==> config.mk <==
export PLATFORM = sky130hd
export DESIGN_NAME = prbs_chk_10b
export DESIGN_NICKNAME = d
export VERILOG_FILES = /design/src/rtl/prbs_chk_10b.sv
export SDC_FILE = /design/constraint.sdc
export NUM_CORES = 1
export LEC_CHECK = 0
export ABC_AREA = 1
export CAP_MARGIN = 30
export CORE_MARGIN = 8
export CORE_UTILIZATION = 50
export CTS_CLUSTER_SIZE = 30
export DETAILED_ROUTE_END_ITERATION = 8
export GPL_TIMING_DRIVEN = 0
export PLACE_DENSITY = 0.72
export SLEW_MARGIN = 25
export SYNTH_ARGS = -nofsm -noshare
export SYNTH_HDL_FRONTEND = slang
export SYNTH_SLANG_ARGS = --single-unit
export TNS_END_PERCENT = 30
==> constraint.sdc <==
create_clock -name clk -period 2.7 [get_ports clk]
set_clock_uncertainty 0.15 [all_clocks]
set_input_delay 0.54 -clock clk [delete_from_list [all_inputs] [get_ports clk]]
set_output_delay 0.54 -clock clk [all_outputs]
set_load 0.01 [all_outputs]
==> src/rtl/prbs_chk_10b.sv <==
// prbs_chk_10b: serial checker for the 10-bit XNOR LFSR sequence
// (b[n+10] = ~(b[n+3] ^ b[n])). It self-synchronises in SEARCH, confirms the
// alignment in VERIFY, and then flywheels on its own predictions in LOCKED.
// In LOCKED it counts bit errors and drops back to SEARCH when the errors in
// one observation window reach LOSS_ERRS.
// Optional build macro PRBS_CHK_STICKY_LOSS_EN adds the sticky lost_lock output.
module prbs_chk_10b #(
  parameter int unsigned LOCK_COUNT = 16,
  parameter int unsigned WINDOW     = 64,
  parameter int unsigned LOSS_ERRS  = 4,
  parameter int unsigned ERR_W      = 16
) (
  input  logic             clk,
  input  logic             reset,
  input  logic             in_valid,
  input  logic             in_bit,
  input  logic             clear_err,
  output logic             locked,
  output logic             err_pulse,
  output logic [ERR_W-1:0] err_count,
`ifdef PRBS_CHK_STICKY_LOSS_EN
  output logic             lost_lock,
`endif
  output logic [1:0]       state_out
);

  localparam int unsigned HIST_W  = 10;
  localparam int unsigned FILL_W  = 4;
  localparam int unsigned MATCH_W = 8;
  localparam int unsigned WIN_W   = $clog2(WINDOW);
  localparam int unsigned WERR_W  = $clog2(WINDOW + 1);

  typedef enum logic [1:0] {
    SEARCH = 2'b00,
    VERIFY = 2'b01,
    LOCKED = 2'b10
  } state_t;

  state_t               state, state_nxt;
  logic [HIST_W-1:0]    hist, hist_nxt;
  logic [FILL_W-1:0]    fill, fill_nxt;
  logic [MATCH_W-1:0]   match, match_nxt;
  logic [WIN_W-1:0]     win, win_nxt;
  logic [WERR_W-1:0]    werr, werr_nxt;
  logic [ERR_W-1:0]     err_count_nxt;
  logic                 err_pulse_nxt;
`ifdef PRBS_CHK_STICKY_LOSS_EN
  logic                 lost_nxt;
`endif

  logic                 pred_c;
  logic                 mism_c;
  logic [HIST_W-1:0]    shift_rx_c;
  logic [MATCH_W-1:0]   match_inc_c;
  logic [WERR_W-1:0]    werr_inc_c;

  // Prediction of the next sequence bit and the candidate shifted history
  assign pred_c      = ~(hist[3] ^ hist[0]);
  assign mism_c      = in_bit ^ pred_c;
  assign shift_rx_c  = {in_bit, hist[HIST_W-1:1]};
  assign match_inc_c = match + MATCH_W'(1);
  assign werr_inc_c  = werr + WERR_W'(mism_c);

  assign state_out = state;

  // FSM state register
  always_ff @(posedge clk or posedge reset) begin
    if (reset) state <= SEARCH;
    else       state <= state_nxt;
  end

  // Next-state, history, counters and error bookkeeping
  always_comb begin
    state_nxt     = state;
    hist_nxt      = hist;
    fill_nxt      = fill;
    match_nxt     = match;
    win_nxt       = win;
    werr_nxt      = werr;
    err_count_nxt = err_count;
    err_pulse_nxt = 1'b0;
`ifdef PRBS_CHK_STICKY_LOSS_EN
    lost_nxt      = lost_lock;
`endif

    if (in_valid) begin
      case (state)
        SEARCH: begin
          hist_nxt = shift_rx_c;
          if (fill == FILL_W'(HIST_W - 1)) begin
            // Full history: all ones is the XNOR lock-up state, refill instead
            fill_nxt = '0;
            if (shift_rx_c != {HIST_W{1'b1}}) begin
              state_nxt = VERIFY;
              match_nxt = '0;
            end
          end else begin
            fill_nxt = fill + FILL_W'(1);
          end
        end

        VERIFY: begin
          // Received bits still feed the history until alignment is trusted
          hist_nxt = shift_rx_c;
          if (mism_c) begin
            match_nxt = '0;
          end else if (match_inc_c == MATCH_W'(LOCK_COUNT)) begin
            state_nxt = LOCKED;
            match_nxt = '0;
            win_nxt   = '0;
            werr_nxt  = '0;
          end else begin
            match_nxt = match_inc_c;
          end
        end

        LOCKED: begin
          // Flywheel: predicted bit is shifted so a bad bit is not propagated
          hist_nxt = {pred_c, hist[HIST_W-1:1]};
          win_nxt  = win + WIN_W'(1);
          if (mism_c) begin
            err_pulse_nxt = 1'b1;
            if (err_count != {ERR_W{1'b1}}) err_count_nxt = err_count + ERR_W'(1);
          end
          if (mism_c && (werr_inc_c == WERR_W'(LOSS_ERRS))) begin
            state_nxt = SEARCH;
            fill_nxt  = '0;
            win_nxt   = '0;
            werr_nxt  = '0;
          end else if (win == WIN_W'(WINDOW - 1)) begin
            // A wrapping error is carried into the new window
            werr_nxt = WERR_W'(mism_c);
          end else begin
            werr_nxt = werr_inc_c;
          end
        end

        default: begin
          state_nxt = SEARCH;
          fill_nxt  = '0;
        end
      endcase
    end

    if (clear_err) err_count_nxt = '0;

`ifdef PRBS_CHK_STICKY_LOSS_EN
    if (clear_err) lost_nxt = 1'b0;
    if ((state == LOCKED) && (state_nxt == SEARCH)) lost_nxt = 1'b1;
`endif
  end

  // Datapath and registered outputs
  always_ff @(posedge clk or posedge reset) begin
    if (reset) begin
      hist      <= '0;
      fill      <= '0;
      match     <= '0;
      win       <= '0;
      werr      <= '0;
      err_count <= '0;
      err_pulse <= 1'b0;
      locked    <= 1'b0;
`ifdef PRBS_CHK_STICKY_LOSS_EN
      lost_lock <= 1'b0;
`endif
    end else begin
      hist      <= hist_nxt;
      fill      <= fill_nxt;
      match     <= match_nxt;
      win       <= win_nxt;
      werr      <= werr_nxt;
      err_count <= err_count_nxt;
      err_pulse <= err_pulse_nxt;
      locked    <= (state_nxt == LOCKED);
`ifdef PRBS_CHK_STICKY_LOSS_EN
      lost_lock <= lost_nxt;
`endif
    end
  end

endmodule

== Yosys cells after proc, flatten, opt, wreduce, memory -nomap -nowiden ==
Index checks and enable logic that the tools add are counted.

* Flip-flop bits (word level): 55
* Input bits: 5
* Output and inout port bits: 20
* Logic and storage cells: 80

* Add/subtract/negate cells: 5
* Eq/ne operators: 14
* Muxes and demuxes: 33
* Bitwise operators: 4
* Reduce and logical (&&, ||, !) cells: 15

{| class="wikitable"
|+ Operators by type and width
! cell !! count
|-
| 2-to-1 mux 16 bit || 5
|-
| 2-to-1 mux 8 bit || 4
|-
| 2-to-1 mux 7 bit || 4
|-
| one-hot mux 10 bit (2 select lines) || 1
|-
| 2-to-1 mux 6 bit || 3
|-
| adder 16 x 1 -> 16 bit (second input constant) || 1
|-
| != test 16 bit (second input constant) || 1
|-
| one-hot mux 8 bit (2 select lines) || 1
|-
| one-hot mux 7 bit (2 select lines) || 1
|-
| nonzero test 2 bit || 7
|-
| 2-to-1 mux 2 bit || 6
|-
| one-hot mux 4 bit (3 select lines) || 1
|-
| one-hot mux 6 bit (2 select lines) || 1
|-
| AND reduction 4 bit || 3
|-
| != test 10 bit (second input constant) || 1
|-
| != test 2 bit (second input constant) || 5
|-
| adder 8 x 1 -> 8 bit (second input constant) || 1
|-
| equality test 8 x 5 -> 1 bit (second input constant) || 1
|-
| 2-to-1 mux 4 bit || 2
|-
| adder 7 x 1 -> 7 bit || 1
|-
| equality test 7 x 3 -> 1 bit (second input constant) || 1
|-
| adder 6 x 1 -> 6 bit (second input constant) || 1
|-
| equality test 6 bit (second input constant) || 1
|-
| one-hot mux 2 bit (3 select lines) || 1
|-
| 12 further kinds || 17
|}

== Longest topological paths before layout ==
* Word-level depth: 10
* Mapped depth: 18
* Mapped depth without buffers: 18

== Least setup slack after synthesis ==
Ideal clock, no wire load.

* Path kind: input -> register
* Start point: in in_bit
* End point: reg werr[3]
* Setup time: 0.076 ns
* Data arrival time: 2.061 ns
* Data required time: 2.474 ns
* Setup slack: 0.413 ns
* Stages: 15
* Path buffers: 0
* Cells stage by stage: inv_1 nand2_1 nand2_2 ha_1 ha_1 or2_2 nand2_1 nor2_1 nand2_1 nor2_1 nand2_1 nand2_2 nor2_2 nand3_1 o21ai_1

* Cells in the longest elaborated chain, start to end: 6
* Elaborated cells on any way between the ends: 9
* Classes of those cells: add/sub (1); eq/ne (2); mux (3); bitwise (1); reduce/logical (2)

{| class="wikitable"
|+ Ends and longest elaborated chain
! element !! RTL line !! RTL
|-
| start, declared || 16 || <nowiki>input logic in_bit,</nowiki>
|-
| bitwise XOR 1 bit (*) || 59 || <nowiki>assign mism_c = in_bit ^ pred_c;</nowiki>
|-
| adder 7 x 1 -> 7 bit || 62 || <nowiki>assign werr_inc_c = werr + WERR_W'(mism_c);</nowiki>
|-
| equality test 7 x 3 -> 1 bit || 125 || <nowiki>if (mism_c && (werr_inc_c == WERR_W'(LOSS_ERRS))) begin</nowiki>
|-
| logical AND 1 bit || 125 ||
|-
| 2-to-1 mux 7 bit || 125 ||
|-
| one-hot mux 7 bit (2 select lines) || 87 || <nowiki>case (state)</nowiki>
|-
| end signal, assigned || 172 || <nowiki>werr <= werr_nxt;</nowiki>
|-
| end, declared || 44 || <nowiki>logic [WERR_W-1:0] werr, werr_nxt;</nowiki>
|}

Mark *: on every way between the ends. The rest lies on a longest branch, timed or not.
A chain may end at the register's enable or synchronous reset.

== Final worst setup path ==
* Start point: reg hist[3]
* End point: reg state[1], in the netlist state_out[1]

* Cells in the longest elaborated chain, start to end: 9
* Elaborated cells on any way between the ends: 13
* Classes of those cells: add/sub (1); eq/ne (2); mux (6); bitwise (3); reduce/logical (1)

{| class="wikitable"
|+ Ends and longest elaborated chain
! element !! RTL line !! RTL
|-
| start, declared || 40 || <nowiki>logic [HIST_W-1:0] hist, hist_nxt;</nowiki>
|-
| start signal, assigned || 168 || <nowiki>hist <= hist_nxt;</nowiki>
|-
| bitwise XOR 1 bit || 58 || <nowiki>assign pred_c = ~(hist[3] ^ hist[0]);</nowiki>
|-
| NOT 1 bit || 58 ||
|-
| bitwise XOR 1 bit || 59 ||
|-
| adder 7 x 1 -> 7 bit || 62 ||
|-
| equality test 7 x 3 -> 1 bit || 125 ||
|-
| logical AND 1 bit || 125 ||
|-
| 2-to-1 mux 2 bit || 125 ||
|-
| one-hot mux 2 bit (3 select lines) (*) || 87 ||
|-
| 2-to-1 mux 2 bit (*) || 86 || <nowiki>if (in_valid) begin</nowiki>
|-
| named net state_nxt[1] || 39 || <nowiki>state_t state, state_nxt;</nowiki>
|-
| end signal, assigned || 69 || <nowiki>else state <= state_nxt;</nowiki>
|-
| end, declared || 39 ||
|}

The timed path passes the listed nets; every way through them passes the cells marked *.

==> out/metrics.yaml <==
routed_wl_um: 6650
p_clk_share_pct: 22.0
grt_first_pass_wirelength_um: 11900
combPwrFrac_pct: 29.0
fin_crit_sh_pct: 89.8
fillers: 571
ys_ff_latch: 55
crit_fanout: 5
status: "finished, final reports clean"
final_cell_count_no_fill: 532
swShare_pct: 36.5
die-area_um2: 9250
finalPower_uw: 2200
design.final.nets: 466
cts-buffers-inserted: 5
min_path_type: "reg2reg"
required_ps: 2750
yosysWarnings: 0
place_congestion: 0.873
cts_max_level: 2
clockBufferDepth: 2
start_util_pct: 51.2
dr_total_vias: 2733
clkLatencyLatePin_ps: 310
dpl-instance-area_um2: 3550
insertedDiodeCount: 0
grtUsageTotal_pct: 15.8
grt_max_degree: 32
dp_hpwl_um: 4890
dp_cells: 522
cts_tree: "done"
ios: 25
slew_headroom_pct: 65.9
net-switching-power_uw: 801
drt_iter0_drc: 166
clock_sinks: 55
die_h_um: 96.2
cp.arrival_ps: 2470
avgSynthCellArea_um2: 7.61
syn_area_um2: 3210
drv_slew: 0
wire_per_inst_um: 12.5
firstDrtPassIters: 4
cp-start-kind: "register"
num_rows: 29
setup_ws_ps: 275
hold_viol: 0
via_per_inst: 5.14
grt-ovfl-total: 0
cts_root_buffer: "clkbuf_8"
worstMarginPinSlew_ps: 511
p_seq_share_pct: 49.1
cp-end-kind: "register"
slowest_delay_ps: 390
cp_slowest_cell: "dfrtp_1"
port_buffers: 22
hold_buffers: 0
grt_pass1_vias: 2608
drc: 0
final_antenna_net_count: 0
fin_area_um2: 3700
area_growth_pct: 15.1
synth_cell_types: 30
cp_cell_sequence: "inv_2 > nand2_1 > nand2_1 > nand2_1 > nand2_4 > ha_2 > ha_1 > nor2_1 > nand2_1 > nor2_1 > nand2_1 > nor2_1 > nand2_2 > nand2_4 > nand2_1 > a21oi_2 > inv_1"
max_freq_mhz: 412
period_minus_slack_ps: 2420
drv_cap: 0
die_w_um: 96.2
fin_tns_setup_ps: 0
coreArea_um2: 6280
power_density_nw_per_um2: 594
seq_area_frac_synth_pct: 42.8
drive_above_1_share_pct: 13.2
grt_setup_unrepaired: "no"
p_int_uw: 1400
cpMostUsedCell: "nand2_1"
antenna_found_initial: 0
synth_fp_nets: 434
criticalPathCategory: "reg2reg"
irDropWorstVdd_mv: 0.317
synth_cells: 422
clk_pin_slew_ps: 100
pre_cts_slack_ps: -471
p_leak_uw: 0.00179
setup_viol: 0
sequential cells by signal, indices dropped and copies added (netlist names):
name / cells
err_count: 16
locked: 1
hist: 10
win: 6
state_out: 2
err_pulse: 1
fill: 4
match: 8
werr: 7
through the flow:
step	util, %	hold WS (ps)
2_1_floorplan	-	305
3_3_place_gp	56.2	325
3_5_place_dp	56.6	339
4_1_cts	58.8	362
5_1_grt	58.9	392
6_report	58.9	362
routing by layer:
| layer | wire length, um | track usage, % | vias up |
|---|---|---|---|
| li1 | - | - | 1416 |
| met5 | 0 | 0 | - |
| met3 | 230 | 3.12 | 7 |
| met4 | 91 | 4.99 | 0 |
| met2 | 3050 | 24.6 | 30 |
| met1 | 3280 | 21.7 | 1280 |
power by group through the flow:
stage,logic [uW],registers (uW),clock network [uW]
floorplan,461,1070,0
detailed placement,611,1090,0
CTS,634,1080,498
finish,636,1080,483
global placement,592,1090,0
global route,733,1100,535
cell usage in the layout (no fill, tap or decap), types with 2 or more instances in the layout:
cell type / count
inv_2: 5
xor2_1: 14
a21oi_2: 2
buf_6: 3
buf_4: 2
nand3_2: 2
or2_2: 5
nor2_2: 6
nor2_1: 29
o31ai_1: 2
nand2_1: 119
nand2_2: 7
nor2_4: 2
nand4_1: 14
o21ai_1: 9
nand3b_1: 2
clkbuf_8: 6
clkdlybuf4s50_1: 21
a21oi_1: 5
o21ai_2: 6
dfrtp_1: 55
nand3_1: 36
clkbuf_1: 3
nor3_1: 9
ha_1: 6
inv_1: 49
nand2_4: 3
o21ai_0: 20
nor3_4: 2
kinds of logic after synthesis:
| logic type | synth area share [%] |
|---|---|
| AO/OA/AOI/OAI | 8.02 |
| XOR/XNOR | 3.82 |
| adder cells (fa/ha/maj) | 2.73 |
| buffers and inverters | 8.14 |
| flip-flops | 42.8 |
| AND/OR/NAND/NOR | 34.5 |
final timing paths:
kind	cells after the start	startpoint	to	slack (ps)
min	2	hist[2]	hist[1]	360
max	17	hist[3]	state_out[1]	280
max in group asynchronous	3	reset	state_out[0]	1540
max reg2reg	17	hist[3]	state_out[1]	280
min in group asynchronous	2	reset	werr[0]	390
min reg2reg	2	hist[2]	hist[1]	360
worst max-delay path, delay by kind of cell (launching register included):
family                     cells  cell delay (ps)
DFF                            1              390
adders and majority gates      2              480
buffers and inverters          2              110
and+or+nand+nor               12             1000
AOI/OAI and AO/OA              1              170
synth_stat cells, drive strengths merged:
master	instances	area, um^2
a21oi	7	38.8
o21ai	35	198
buf	4	38.8
o22ai	1	6.26
clkinv	1	5.00
nor2	37	164
xor2	14	123
clkbuf	3	11.3
dfrtp	55	1380
nand4	14	87.6
nand2	129	512
inv	55	206
or2	5	31.3
ha	7	87.6
nand3	39	210
o31ai	2	15.0
nand3b	2	15.0
nor3	12	87.6
what timing repair did:
item | in CTS | in global routing
buffers inserted | 2 | 0
pin swaps | 3 | 2
resized for setup | 6 | 2
endpoints found under the setup margin | 11 | 17
cell type report:
cell class	count	area [um^2]	share of cell area [%]
multi-input cells	304	1610	43.4
flip-flops and latches	55	1380	37.2
repair buffers	25	258	6.97
inverters	56	214	5.78
well taps	77	96.3	2.60
clock buffers	6	82.6	2.23
plain buffers	7	50.0	1.35
clock inverters	2	16.3	0.440
No activity file was read; power rests on OpenSTA's default activity.
